## config.mk

```make
export PLATFORM = sky130hd
export DESIGN_NAME = seg7_disp_ctrl_flat
export DESIGN_NICKNAME = d
export VERILOG_FILES = /design/src/rtl/seg7_disp_ctrl_if.sv /design/src/rtl/seg7_disp_ctrl.sv /design/src/flat_wrapper.sv
export SDC_FILE = /design/constraint.sdc
export NUM_CORES = 1
export LEC_CHECK = 0
export CORE_UTILIZATION = 35
export DETAILED_ROUTE_END_ITERATION = 10
export PLACE_DENSITY = 0.63
export SETUP_SLACK_MARGIN = 0.15
export SKIP_LAST_GASP = 1
export SLEW_MARGIN = 0
export SYNTH_ARGS = -nofsm -noshare
export SYNTH_HDL_FRONTEND = slang
export SYNTH_SLANG_ARGS = --single-unit
```

## constraint.sdc

```tcl
create_clock -name clk -period 2.55 [get_ports clk]
set_input_delay 0.3825 -clock clk [delete_from_list [all_inputs] [get_ports clk]]
set_output_delay 0.3825 -clock clk [all_outputs]
set_load 0.005 [all_outputs]
```

## src/rtl/seg7_disp_ctrl_if.sv

```systemverilog
// Bus bundle between the counter/clock logic (master) and seg7_disp_ctrl (slave).
interface seg7_disp_ctrl_if #(
  parameter int NDIG = 4
);
  logic [4*NDIG-1:0] din;
  logic              load;
  logic              en;
  logic [NDIG-1:0]   blink_mask;
  logic              blink_ph;
  logic [7*NDIG-1:0] n_hex;

  modport master (output din, load, en, blink_mask, input blink_ph, n_hex);
  modport slave  (input din, load, en, blink_mask, output blink_ph, n_hex);
endinterface

```

## src/rtl/seg7_disp_ctrl.sv

```systemverilog
// Registered NDIG-digit 7-segment controller: digit capture, blink, enable, hex glyphs.
// Optional leading-zero blanking is compiled in when SEG7_LZB_EN is defined.
module seg7_disp_ctrl #(
  parameter int NDIG      = 4,
  parameter int BLINK_DIV = 25_000_000,
  parameter int HEX_MODE  = 0
) (
  input  logic              clk,
  input  logic              rst,
  seg7_disp_ctrl_if.slave   bus
);

  localparam int            CW       = $clog2(BLINK_DIV + 1);
  localparam logic [CW-1:0] DIV_LAST = CW'(BLINK_DIV - 1);

  logic [4*NDIG-1:0] dig_d, dig_q;
  logic [CW-1:0]     cnt_d, cnt_q;
  logic              blink_ph_d, blink_ph_q;
  logic [7*NDIG-1:0] n_hex_d, n_hex_q;
  logic [NDIG-1:0]   lzb_s;

  // Active-low g..a glyph for one 4-bit digit code.
  function automatic logic [6:0] decode_glyph(input logic [3:0] code);
    logic [6:0] glyph;
    case (code)
      4'h0:    glyph = 7'b1000000;
      4'h1:    glyph = 7'b1111001;
      4'h2:    glyph = 7'b0100100;
      4'h3:    glyph = 7'b0110000;
      4'h4:    glyph = 7'b0011001;
      4'h5:    glyph = 7'b0010010;
      4'h6:    glyph = 7'b0000010;
      4'h7:    glyph = 7'b1011000;
      4'h8:    glyph = 7'b0000000;
      4'h9:    glyph = 7'b0010000;
      4'hA:    glyph = (HEX_MODE != 0) ? 7'b0001000 : 7'b1111111;
      4'hB:    glyph = (HEX_MODE != 0) ? 7'b0000011 : 7'b1111111;
      4'hC:    glyph = (HEX_MODE != 0) ? 7'b1000110 : 7'b1111111;
      4'hD:    glyph = (HEX_MODE != 0) ? 7'b0100001 : 7'b1111111;
      4'hE:    glyph = (HEX_MODE != 0) ? 7'b0000110 : 7'b1111111;
      4'hF:    glyph = (HEX_MODE != 0) ? 7'b0001110 : 7'b1111111;
      default: glyph = 7'b1111111;
    endcase
    return glyph;
  endfunction

`ifdef SEG7_LZB_EN
  // A digit above 0 is dark while it and every digit above it hold code 0.
  always_comb begin
    logic zero_run;
    zero_run = 1'b1;
    lzb_s    = '0;
    for (int i = NDIG - 1; i >= 0; i--) begin
      zero_run = zero_run & (dig_q[4*i +: 4] == 4'h0);
      lzb_s[i] = zero_run & (i != 0);
    end
  end
`else
  assign lzb_s = '0;
`endif

  // Next-state for digit capture, blink divider and the glyph output stage.
  always_comb begin
    if (bus.load) begin
      dig_d = bus.din;
    end else begin
      dig_d = dig_q;
    end

    if (cnt_q == DIV_LAST) begin
      cnt_d      = '0;
      blink_ph_d = ~blink_ph_q;
    end else begin
      cnt_d      = cnt_q + CW'(1);
      blink_ph_d = blink_ph_q;
    end

    n_hex_d = '1;
    for (int i = 0; i < NDIG; i++) begin
      if (!bus.en || (bus.blink_mask[i] && blink_ph_q) || lzb_s[i]) begin
        n_hex_d[7*i +: 7] = 7'b1111111;
      end else begin
        n_hex_d[7*i +: 7] = decode_glyph(dig_q[4*i +: 4]);
      end
    end
  end

  // State registers; reset overrides capture and the divider.
  always_ff @(posedge clk) begin
    if (rst) begin
      dig_q      <= '0;
      cnt_q      <= '0;
      blink_ph_q <= 1'b0;
      n_hex_q    <= '1;
    end else begin
      dig_q      <= dig_d;
      cnt_q      <= cnt_d;
      blink_ph_q <= blink_ph_d;
      n_hex_q    <= n_hex_d;
    end
  end

  assign bus.blink_ph = blink_ph_q;
  assign bus.n_hex    = n_hex_q;

endmodule
```

## src/flat_wrapper.sv

```systemverilog
// flat-port wrapper written by rule: the top's interface ports become plain ports
module seg7_disp_ctrl_flat 
#(
  parameter int NDIG      = 4,
  parameter int BLINK_DIV = 25_000_000,
  parameter int HEX_MODE  = 0
)
  (clk, rst, bus_din, bus_load, bus_en, bus_blink_mask, bus_blink_ph, bus_n_hex);
  seg7_disp_ctrl_if #(.NDIG(NDIG)) bus_i ();
  input  logic clk;
  input  logic rst;
  input wire logic [$bits(bus_i.din)-1:0] bus_din;
  input wire logic [$bits(bus_i.load)-1:0] bus_load;
  input wire logic [$bits(bus_i.en)-1:0] bus_en;
  input wire logic [$bits(bus_i.blink_mask)-1:0] bus_blink_mask;
  output wire logic [$bits(bus_i.blink_ph)-1:0] bus_blink_ph;
  output wire logic [$bits(bus_i.n_hex)-1:0] bus_n_hex;
  assign bus_i.din = bus_din;
  assign bus_i.load = bus_load;
  assign bus_i.en = bus_en;
  assign bus_i.blink_mask = bus_blink_mask;
  assign bus_blink_ph = bus_i.blink_ph;
  assign bus_n_hex = bus_i.n_hex;
  seg7_disp_ctrl #(.NDIG(NDIG), .BLINK_DIV(BLINK_DIV), .HEX_MODE(HEX_MODE)) u_core (.clk(clk), .rst(rst), .bus(bus_i));
endmodule
```

==> impl_metrics.csv <==
group,metric,value,unit
grt,grt_use_met3,0.02817,
grt,grt_use_total,0.1353,
power_and_ir_drop,p_per_area,647.8,nW/um^2
power_and_ir_drop,finalPower,2.604,mW
sta,period_share,0.8397,
placed_design,postPlaceCellArea,3749,sq um
min_path,min_path_type,"flop to flop",
clock_network,cts_buffer_depth,2,
floorplan,num_io_pins,53,
power_and_ir_drop,p_seq_frac,0.455,
run_status,outcome,"completed",
grt,grt-busiest-layer,"met2",
setup_path,start_kind,"flop",
layout,layout_commonest_cell,"dfxtp_1",
clock_network,ctsResizeCount,0,
clock_network,cts_sinks,70,
clock_network,ctsHoldBuffers,0,
power_and_ir_drop,ir_worst_vdd,245.1,uV
layout,mostFrequentLayoutCells,"dfxtp_1, clkdlybuf4s50_1, nor2_1",
synth,syn_nets,395,
clock_network,cts-buffers-inserted,9,
synth,yosysWarnings,0,
routing,drt_iter0_drc,87,
synth,ys_seq_elements,70,
power_and_ir_drop,clkPwrFrac,0.453,
placed_design,place.gp.congestion,0.7756,
setup_path,critPathKind,"flop to flop",
layout,antennaDiodeCount,0,
routing,drc_errors,0,
sta,holdWs,0.4870,ns
sta,fmax,467.0,MHz
floorplan,rows,34,
clock_network,htreeDepth,3,
placed_design,dp_hpwl,4.319,mm
grt,gr-total-overflow,0,
routing,routedWlPerCell,11.49,um
grt,grt_pass1_wl,9.784,mm
routing,drt_first_pass_iters,4,
floorplan,dieWidth,96.52,um
grt,grt_pass1_vias,2245,
clock_network,post_cts_buffers,0,
sta,rsz0062_at_grt,"no",
routing,avgViaCountPerCell,4.889,
routing,via_count,2513,
sta,worst_slew_pin_slew,0.3596,ns
routing,wirelength,5.904,mm
grt,grt_antenna_before_repair,0,
floorplan,dieArea,9315,sq um
setup_path,cp-startpoint,"u_core.cnt_q[2]",
run,cap_violations,0,
layout,layout-drive-gt1-share,0.06158,
clock_network,cts_tree,"done",
grt,grt_max_degree,19,
synth,seq_area_frac_synth,0.4482,
grt,grtUsageMet2,0.2265,
synth,synthCells,350,
synth,yosysUniqueCellTypes,32,
floorplan,core_area,8678,sq um
layout,design_area,4019,sq um
synth,synth_edf_count,0,
layout,areaGrowthSynthToFinish,28.53,%
sta,period_needed,2.141,ns
setup_path,worstPathArrival,2.41,ns
floorplan,fp.dieH,96.52,um
sta,slew_viol_final,0,
min_path,worstHoldStart,"u_core.cnt_q[24]",
synth,synth_ff_type,"dfxtp_1",
clock_network,root_buffer,"clkbuf_8",
power_and_ir_drop,switching_power,0.5463,mW
routing,postRouteAntennaNets,0,
synth,async_reset_ff_frac,0,
setup_path,reg2reg_from,"u_core.cnt_q[2]",
sta,hold_violations,0,
sta,finalSetupViolCount,0,
clock_network,insertion_delay,0.34,ns
setup_path,required,2.82,ns
placed_design,placement.io_buffers,52,
power_and_ir_drop,intPower,2.057,mW
sta,slew_headroom,0.7599,
sta,skew,0.01256,ns
setup_path,crit_fanout,8,
synth,postSynthAreaPerCell,8.934,sq um
floorplan,start_util,0.3603,
layout,nets,446,
sta,fin_setup_tns,0,ns
synth,syn-cell-area,3127,sq um
power_and_ir_drop,combPwrFrac,0.091,
clock_network,clkTransAtPathRegs,0.07,ns
power_and_ir_drop,p_leak,1.516,nW
grt,globalRouteMet1Util,0.1628,
setup_path,endpoint_kind,"flop",
power_and_ir_drop,switching_share,0.2098,
layout,post-route-util,0.4631,
critical path: stages (launching register included):
cell     delay (ns)
dfxtp_1        0.41
nand4_1        0.29
or4_1          0.72
or4_1          0.52
a21oi_1        0.14
kinds of logic (layout without fill, tap and decap cells):
kind of cell	after synthesis	count (layout)	synth area share
DFF	70	70	0.4482
adders and majority gates	21	21	0.08403
muxes	17	17	0.05442
AOI/OAI and AO/OA	61	61	0.1136
and+or+nand+nor	127	127	0.2037
buffers and inverters	36	92	0.04562
xor gates and xnor gates	18	18	0.05042
cell type report:
class | instances | area, sq um
fillers | 853 | 4659
multi-input cells | 244 | 1583
flip-flops and latches | 70 | 1401
repair buffers | 57 | 558.0
clock buffers | 10 | 137.6
well taps | 108 | 135.1
clock inverters | 6 | 132.6
inverters | 19 | 71.32
synthesized netlist by cell type, types with 3 or more instances:
cell / count / area share
a21oi_1: 24 / 0.038
and2_1: 4 / 0.0080
clkbuf_1: 15 / 0.018
dfxtp_1: 70 / 0.45
ha_1: 21 / 0.084
inv_1: 19 / 0.023
mux2i_1: 17 / 0.054
nand2_1: 27 / 0.032
nand3_1: 8 / 0.013
nand3b_1: 3 / 0.0072
nand4_1: 5 / 0.010
nor2_1: 44 / 0.053
nor2b_1: 3 / 0.0060
nor3_1: 3 / 0.0048
nor3b_1: 3 / 0.0072
nor4_1: 4 / 0.0080
o21ai_0: 22 / 0.035
o31ai_1: 11 / 0.026
or3_1: 4 / 0.0080
or4_1: 10 / 0.024
xnor2_1: 13 / 0.036
xor2_1: 5 / 0.014
flip-flops by register name, indices dropped and copies added, names as in the netlist:
signal	flops
u_core.bus.n_hex	28
u_core.cnt_q	25
u_core.dig_q	16
u_core.bus.blink_ph	1
metal layers:
metal	part of all wire	vias to the layer above	wire length [um]
met2	0.47	43	2751
met5	0	-	0
met4	0.019	0	112
li1	-	1303	-
met1	0.47	1156	2772
met3	0.045	11	268
per-stage QoR:
step	setup slack, ns	cells
6_report	0.4088	514
3_5_place_dp	0.4413	498
5_1_grt	0.2453	514
3_3_place_gp	0.4527	498
2_1_floorplan	0.4830	350
4_1_cts	0.4076	514
power groups by stage:
stage                     Combinational [mW]  Sequential (mW)  Clock, mW
after floorplan                        0.135             1.19          0
after global placement                 0.236             1.21          0
after detailed placement               0.240             1.21          0
after CTS                              0.241             1.19       1.20
after global routing                   0.270             1.19       1.25
final                                  0.238             1.18       1.18
worst paths after layout:
kind | endpoint | slack, ns | depth (start not counted)
setup / recovery | u_core.cnt_q[23] | 0.41 | 4
hold reg to reg | u_core.cnt_q[24] | 0.49 | 2
setup reg to reg | u_core.cnt_q[23] | 0.41 | 4
hold / removal | u_core.cnt_q[24] | 0.49 | 2
No activity file was read; power rests on OpenSTA's default activity.
